File: src/rtl/boot_store_pkg.sv
// Shared types, default boot image and address helpers for boot_store.
package boot_store_pkg;

  typedef enum logic {
    INIT = 1'b0,
    IDLE = 1'b1
  } state_t;

  localparam int unsigned DEFAULT_DATA_W    = 16;
  localparam int unsigned DEFAULT_ROM_WORDS = 7;

  // Word 0 sits in the LSBs.
  localparam logic [DEFAULT_ROM_WORDS*DEFAULT_DATA_W-1:0] DEFAULT_BOOT_IMAGE = {
    16'h4000, 16'h3007, 16'hF400, 16'h1007, 16'hF800, 16'h4000, 16'hF200
  };

  // True when a word address falls inside the read-only boot image.
  function automatic logic is_rom(input logic [31:0] addr, input int unsigned rom_words);
    return addr < rom_words;
  endfunction

endpackage

File: src/rtl/boot_store_array.sv
// Scratch word storage: one synchronous write port, one combinational read port.
// No reset on purpose; the owner clears the contents with a sequenced pass.
module boot_store_array #(
  parameter int unsigned DATA_W = 16,
  parameter int unsigned ADDR_W = 4
) (
  input  logic              clk,
  input  logic              we_i,
  input  logic [ADDR_W-1:0] waddr_i,
  input  logic [DATA_W-1:0] wdata_i,
  input  logic [ADDR_W-1:0] raddr_i,
  output logic [DATA_W-1:0] rdata_c_o
);

  localparam int unsigned DEPTH = 1 << ADDR_W;

  logic [DATA_W-1:0] mem_q [DEPTH];

  // Write port.
  always_ff @(posedge clk) begin
    if (we_i) begin
      mem_q[waddr_i] <= wdata_i;
    end
  end

  assign rdata_c_o = mem_q[raddr_i];

endmodule

File: src/rtl/boot_store.sv
// Boot memory: constant boot image in the low words, writable scratch above,
// cleared by an INIT pass after every reset before rdy is raised.
module boot_store
  import boot_store_pkg::*;
#(
  parameter int unsigned DATA_W    = DEFAULT_DATA_W,
  parameter int unsigned ADDR_W    = 4,
  parameter int unsigned ROM_WORDS = DEFAULT_ROM_WORDS,
  parameter logic [ROM_WORDS*DATA_W-1:0] BOOT_IMAGE = DEFAULT_BOOT_IMAGE
) (
  input  logic              clk,
  input  logic              rst_n,
  input  logic              cs,
  input  logic              we,
  input  logic [ADDR_W-1:0] addr,
  input  logic [DATA_W-1:0] din,
  output logic [DATA_W-1:0] dout,
  output logic              rdy,
  output logic              wr_err
);

  localparam int unsigned DEPTH = 1 << ADDR_W;
  localparam int unsigned PTR_W = ADDR_W + 1;

  if (ROM_WORDS < 1 || ROM_WORDS > DEPTH) begin : g_bad_rom_words
    $error("boot_store: ROM_WORDS must be in 1..DEPTH");
  end

  state_t            state_q, state_d;
  logic [PTR_W-1:0]  init_ptr_q, init_ptr_d;
  logic [DATA_W-1:0] dout_q, dout_d;
  logic              rdy_q, rdy_d;
  logic              wr_err_q, wr_err_d;

  logic              mem_we_c;
  logic [ADDR_W-1:0] mem_waddr_c;
  logic [DATA_W-1:0] mem_wdata_c;
  logic [DATA_W-1:0] mem_rdata_c;
  logic [DATA_W-1:0] rom_word_c;
  logic              rom_hit_c;
  logic [DATA_W-1:0] rd_word_c;

  boot_store_array #(
    .DATA_W (DATA_W),
    .ADDR_W (ADDR_W)
  ) u_array (
    .clk       (clk),
    .we_i      (mem_we_c),
    .waddr_i   (mem_waddr_c),
    .wdata_i   (mem_wdata_c),
    .raddr_i   (addr),
    .rdata_c_o (mem_rdata_c)
  );

  // Constant boot image lookup; no flops behind these words.
  always_comb begin
    rom_word_c = '0;
    for (int unsigned i = 0; i < ROM_WORDS; i++) begin
      if (addr == ADDR_W'(i)) begin
        rom_word_c = BOOT_IMAGE[i*DATA_W +: DATA_W];
      end
    end
  end

  assign rom_hit_c = is_rom(32'(addr), ROM_WORDS);
  assign rd_word_c = rom_hit_c ? rom_word_c : mem_rdata_c;

  // State, pointer and output registers.
  always_ff @(posedge clk or negedge rst_n) begin
    if (!rst_n) begin
      state_q    <= INIT;
      init_ptr_q <= PTR_W'(ROM_WORDS);
      dout_q     <= '0;
      rdy_q      <= 1'b0;
      wr_err_q   <= 1'b0;
    end else begin
      state_q    <= state_d;
      init_ptr_q <= init_ptr_d;
      dout_q     <= dout_d;
      rdy_q      <= rdy_d;
      wr_err_q   <= wr_err_d;
    end
  end

  // Next-state: INIT clears scratch word by word, IDLE serves the bus.
  always_comb begin
    state_d     = state_q;
    init_ptr_d  = init_ptr_q;
    dout_d      = dout_q;
    wr_err_d    = 1'b0;
    mem_we_c    = 1'b0;
    mem_waddr_c = addr;
    mem_wdata_c = din;

    case (state_q)
      INIT: begin
        // With no scratch words the pointer starts at DEPTH and no write is issued.
        if (init_ptr_q < PTR_W'(DEPTH)) begin
          mem_we_c    = 1'b1;
          mem_waddr_c = init_ptr_q[ADDR_W-1:0];
          mem_wdata_c = '0;
        end
        init_ptr_d = init_ptr_q + PTR_W'(1);
        if (init_ptr_q >= PTR_W'(DEPTH - 1)) begin
          state_d = IDLE;
        end
      end
      IDLE: begin
        if (cs) begin
          if (we) begin
            if (rom_hit_c) begin
              wr_err_d = 1'b1;
            end else begin
              mem_we_c = 1'b1;
            end
          end else begin
            dout_d = rd_word_c;
          end
        end
      end
      default: state_d = INIT;
    endcase

    rdy_d = (state_d == IDLE);
  end

  assign dout   = dout_q;
  assign rdy    = rdy_q;
  assign wr_err = wr_err_q;

endmodule

File: config.mk
export PLATFORM = sky130hd
export DESIGN_NAME = boot_store
export DESIGN_NICKNAME = d
export VERILOG_FILES = /design/src/rtl/boot_store_pkg.sv /design/src/rtl/boot_store_array.sv /design/src/rtl/boot_store.sv
export SDC_FILE = /design/constraint.sdc
export NUM_CORES = 1
export LEC_CHECK = 0
export ABC_CLOCK_PERIOD_IN_PS = 4090
export CELL_PAD_IN_SITES_DETAIL_PLACEMENT = 0
export CELL_PAD_IN_SITES_GLOBAL_PLACEMENT = 1
export CORE_UTILIZATION = 45
export DETAILED_ROUTE_END_ITERATION = 8
export DONT_BUFFER_PORTS = 1
export PLACE_DENSITY_LB_ADDON = 0.1
export SLEW_MARGIN = 15
export SYNTH_ARGS = -nofsm -noshare
export SYNTH_HDL_FRONTEND = slang
export SYNTH_HIERARCHICAL = 1
export SYNTH_SLANG_ARGS = --single-unit
File: constraint.sdc
create_clock -name clk -period 4.09 [get_ports clk]
set_clock_uncertainty 0.15 [all_clocks]
set_input_delay 0.6135 -clock clk [delete_from_list [all_inputs] [get_ports clk]]
set_output_delay 0.6135 -clock clk [all_outputs]
set_load 0.01 [all_outputs]
==> summary.md <==
The flow ran to the end, and the final reports show no timing, DRC or antenna violations. The area growth from synthesis to layout works out to 13.0%. For this run the aggregate overflow at the end of global routing stands at 0. The number of different library cells in the post-synthesis netlist was 38; the CTS buffer count was 29. In this run the remaining antenna-violating nets after routing total 0.

The cell with the largest stage delay on the worst path was sky130_fd_sc_hd__nor2_2. For the number of antenna violations at the first check in global routing, the log shows 0. TritonCTS built the clock tree. The tools report the number of nets in the synthesized netlist as 579.

After synthesis, the share of flip-flops with an asynchronous set or reset is 8.24%. The number of DRC violations after detailed routing came out at 0. The die is 158 um wide. In this design, the stage delay of the slowest critical-path cell is 0.79 ns.

For this run, global-route usage on met2 was measured as 29.5%. The share of synthesized area occupied by flip-flops and latches is 75.4%. 42 I/O pins were placed. A synthesized cell averages 19.8 um2. The clock-pin slew on the worst setup and hold paths is 0.06 ns, and the number of detailed-route iterations in the first pass is 5. The final critical path takes up 75.3% of the cycle. The die covers 25000 um2. The cell family contributing the most delay on the critical path is simple AND/OR/NAND/NOR gates. The number of buffer and inverter instances along the worst setup path is 1.

The tool flagged a number of max-cap violations equal to 0. Measured along the y axis, the die boundary spans 158 um. For this run, the leading register cell type out of synthesis is sky130_fd_sc_hd__edfxtp_1.

The hold violation count in the final report was 0. In this run the number of cells on the critical path is 5. Yosys printed 6 warnings.

The peak supply drop is 0.396 mV, and the area of the mapped netlist is 11000 um2. The first-pass GRT wire length came out at 34.6 mm. Type of the setup path with the least slack: reg -> reg. The logs give 52.3% for the utilization after layout and 483 for the number of DRC violations after detailed-routing iteration 0.

The post-route netlist has 24.8% of its cells at a drive strength greater than 1. The placeable core region came out at 23700 um2. The synthesized design contains 279 register bits.

Data arrives at the worst endpoint at 3.08 ns. The critical path goes through nor2_2, buf_4, a41o_1, nand3b_1, nor2_2. Synthesis produced a netlist whose cell count is 553. The overall global routing resource usage was 19.4%; the total placed instance area was 11400 um2.

The global routing stage identified its most utilized layer as met2. The category of the worst setup path launch point was a register. The row count came out at 56. Global routing used 3.23% of the available met3 tracks. The longest clock path from root to sink contains 3 buffers.

The diode insertion count for antenna repair was 0; the via density per instance was 5.74. For the post-CTS setup buffer count, the log shows 0. The worst setup path is captured at a register. On the final layout, the worst hold slack is 0.0696 ns.

The wire-length estimate of the detail-placed layout is 14.7 mm. The count of buffers from port buffering was 0; the number of nets at the end of the flow was 608. Entering global routing, the biggest net connects 73 pins.

For the pin with the worst max-slew slack, the measured transition is 1.09 ns. The fill cell instance count of the final layout was 1940. Adding up every negative setup slack in the final design gives 0 ns. The total of endpoints with negative setup slack in the final report was 0. The worst hold path was traced through 2 stages.

The met1 usage was 29.2%. The clock period could shrink to 3.08 ns. In this run, synthesis inferred 256 flip-flops with an integrated enable. The depth of the most critical reg-to-reg path works out to 5. Leaving out fill and tap cells, the most frequent cell in the layout is sky130_fd_sc_hd__edfxtp_1.

The number of levels the H-tree was split into is 1. For the number of global-route vias before repair, the log shows 5335. Clock tree synthesis selected as its root buffer the cell sky130_fd_sc_hd__clkbuf_16. For the worst-skew pair, the clock arrives at the later sink with an insertion delay of 0.53 ns. The library cells used most frequently in the layout, excluding fill and tap cells, are 256 x sky130_fd_sc_hd__edfxtp_1, 54 x sky130_fd_sc_hd__mux4_2, 39 x sky130_fd_sc_hd__nand2_1. At the end of routability-driven placement, the weighted congestion stood at 0.832. The run gives 46.3% as the effective utilization at floorplan. Data on the critical path is required at its endpoint by 4.09 ns.

After detailed routing, the total wire length is 23.1 mm. For the final cell area excluding filler cells, the log shows 12400 um2. The path class of the tightest hold or removal check is in -> reg.

Highest fanout seen on the critical path: 16. Detailed routing inserted a total of 5298 vias. Power spread over the standard cell area amounts to 484 nW/um2. The logs give 0 for the total count of max-transition violations in the final report and 4.08 nW for the static leakage power.

Setup repair after global routing left no endpoint under its margin. Static timing analysis puts the maximum clock frequency at 0.325 GHz. Overall power after layout: 5.99 mW.

The most numerous cell type found on the critical path is sky130_fd_sc_hd__nor2_2. Dividing the detail-routed wire length by the instance count gives 25.0 um. Measured against its own limit, the worst slew margin works out to 27.3%. Clock tree synthesis found a total of 279 sinks.
==> flip-flops by register name, summed over array words and instances, names as in the netlist <==
register and flops:
wr_err 1, rdy 1, u_array/mem_q 256, init_ptr_q 5, dout 16
==> cells in the mapped netlist, drive strengths merged (4+ instances only) <==
master | count | area [um2]
mux4 | 64 | 1480
nand3b | 4 | 30.0
inv | 4 | 15.0
nand2 | 39 | 146
a22oi | 32 | 240
nor2 | 30 | 115
o21ai | 5 | 25.0
buf | 22 | 156
nor2b | 18 | 113
clkbuf | 9 | 33.8
edfxtp | 256 | 7690
a31oi | 5 | 31.3
nand3 | 9 | 45.0
dfrtp | 20 | 500
nor3 | 4 | 20.0
==> cells by family after synthesis <==
logic type / count (synthesis) / synth area share (%)
buf+inv: 35 / 1.87
fa+ha+maj: 2 / 0.228
compound gates: 54 / 3.57
xor+xnor: 4 / 0.320
simple gates: 113 / 4.86
mux: 66 / 13.7
flops: 279 / 75.4
==> final cells by class <==
class                   count  area (um2)  area share, %
repair buffers             29         218           1.76
multi-input cells         239        2550           20.6
well taps                 319         399           3.22
clock buffers              35         748           6.04
flip-flops and latches    279        8270           66.8
clock inverters            18         184           1.49
inverters                   4        15.0          0.121
==> worst paths after layout <==
path	slack (ns)	end	from
setup / recovery	1.01	u_array/mem_q[5][1]$_DFFE_PP_	rdy$_DFF_PN0_
hold / removal	0.07	wr_err$_DFF_PN0_	cs
setup reg to reg	1.01	u_array/mem_q[5][1]$_DFFE_PP_	rdy$_DFF_PN0_
hold reg to reg	0.37	init_ptr_q[2]$_DFFE_PN1N_	init_ptr_q[2]$_DFFE_PN1N_
max in group asynchronous	2.97	init_ptr_q[1]$_DFFE_PN1N_	rst_n
min in group asynchronous	0.45	init_ptr_q[4]$_DFFE_PN0N_	rst_n
==> where the power goes <==
group / leakage [nW] / switching (mW) / internal [mW]
Combinational: 1.06 / 0.146 / 0.101
Sequential: 2.57 / 0.0284 / 3.14
Clock: 0.456 / 1.03 / 1.54
==> metal layers <==
| layer | vias to the layer above | wire, um |
|---|---|---|
| li1 | 2309 | - |
| met2 | 168 | 10400 |
| met3 | 40 | 1170 |
| met4 | 0 | 528 |
| met1 | 2781 | 11100 |
| met5 | - | 0 |
==> through the flow <==
stage,cells,setup slack [ns]
2_1_floorplan,553,0.691
3_3_place_gp,868,1.05
3_5_place_dp,868,1.02
4_1_cts,922,1.03
5_1_grt,923,0.771
6_report,923,1.01
==> what timing repair did <==
item	CTS	global route
hold endpoints to repair	23	20
hold buffers	1	1
resized for setup	0	0
No activity file was read; power rests on OpenSTA's default activity.
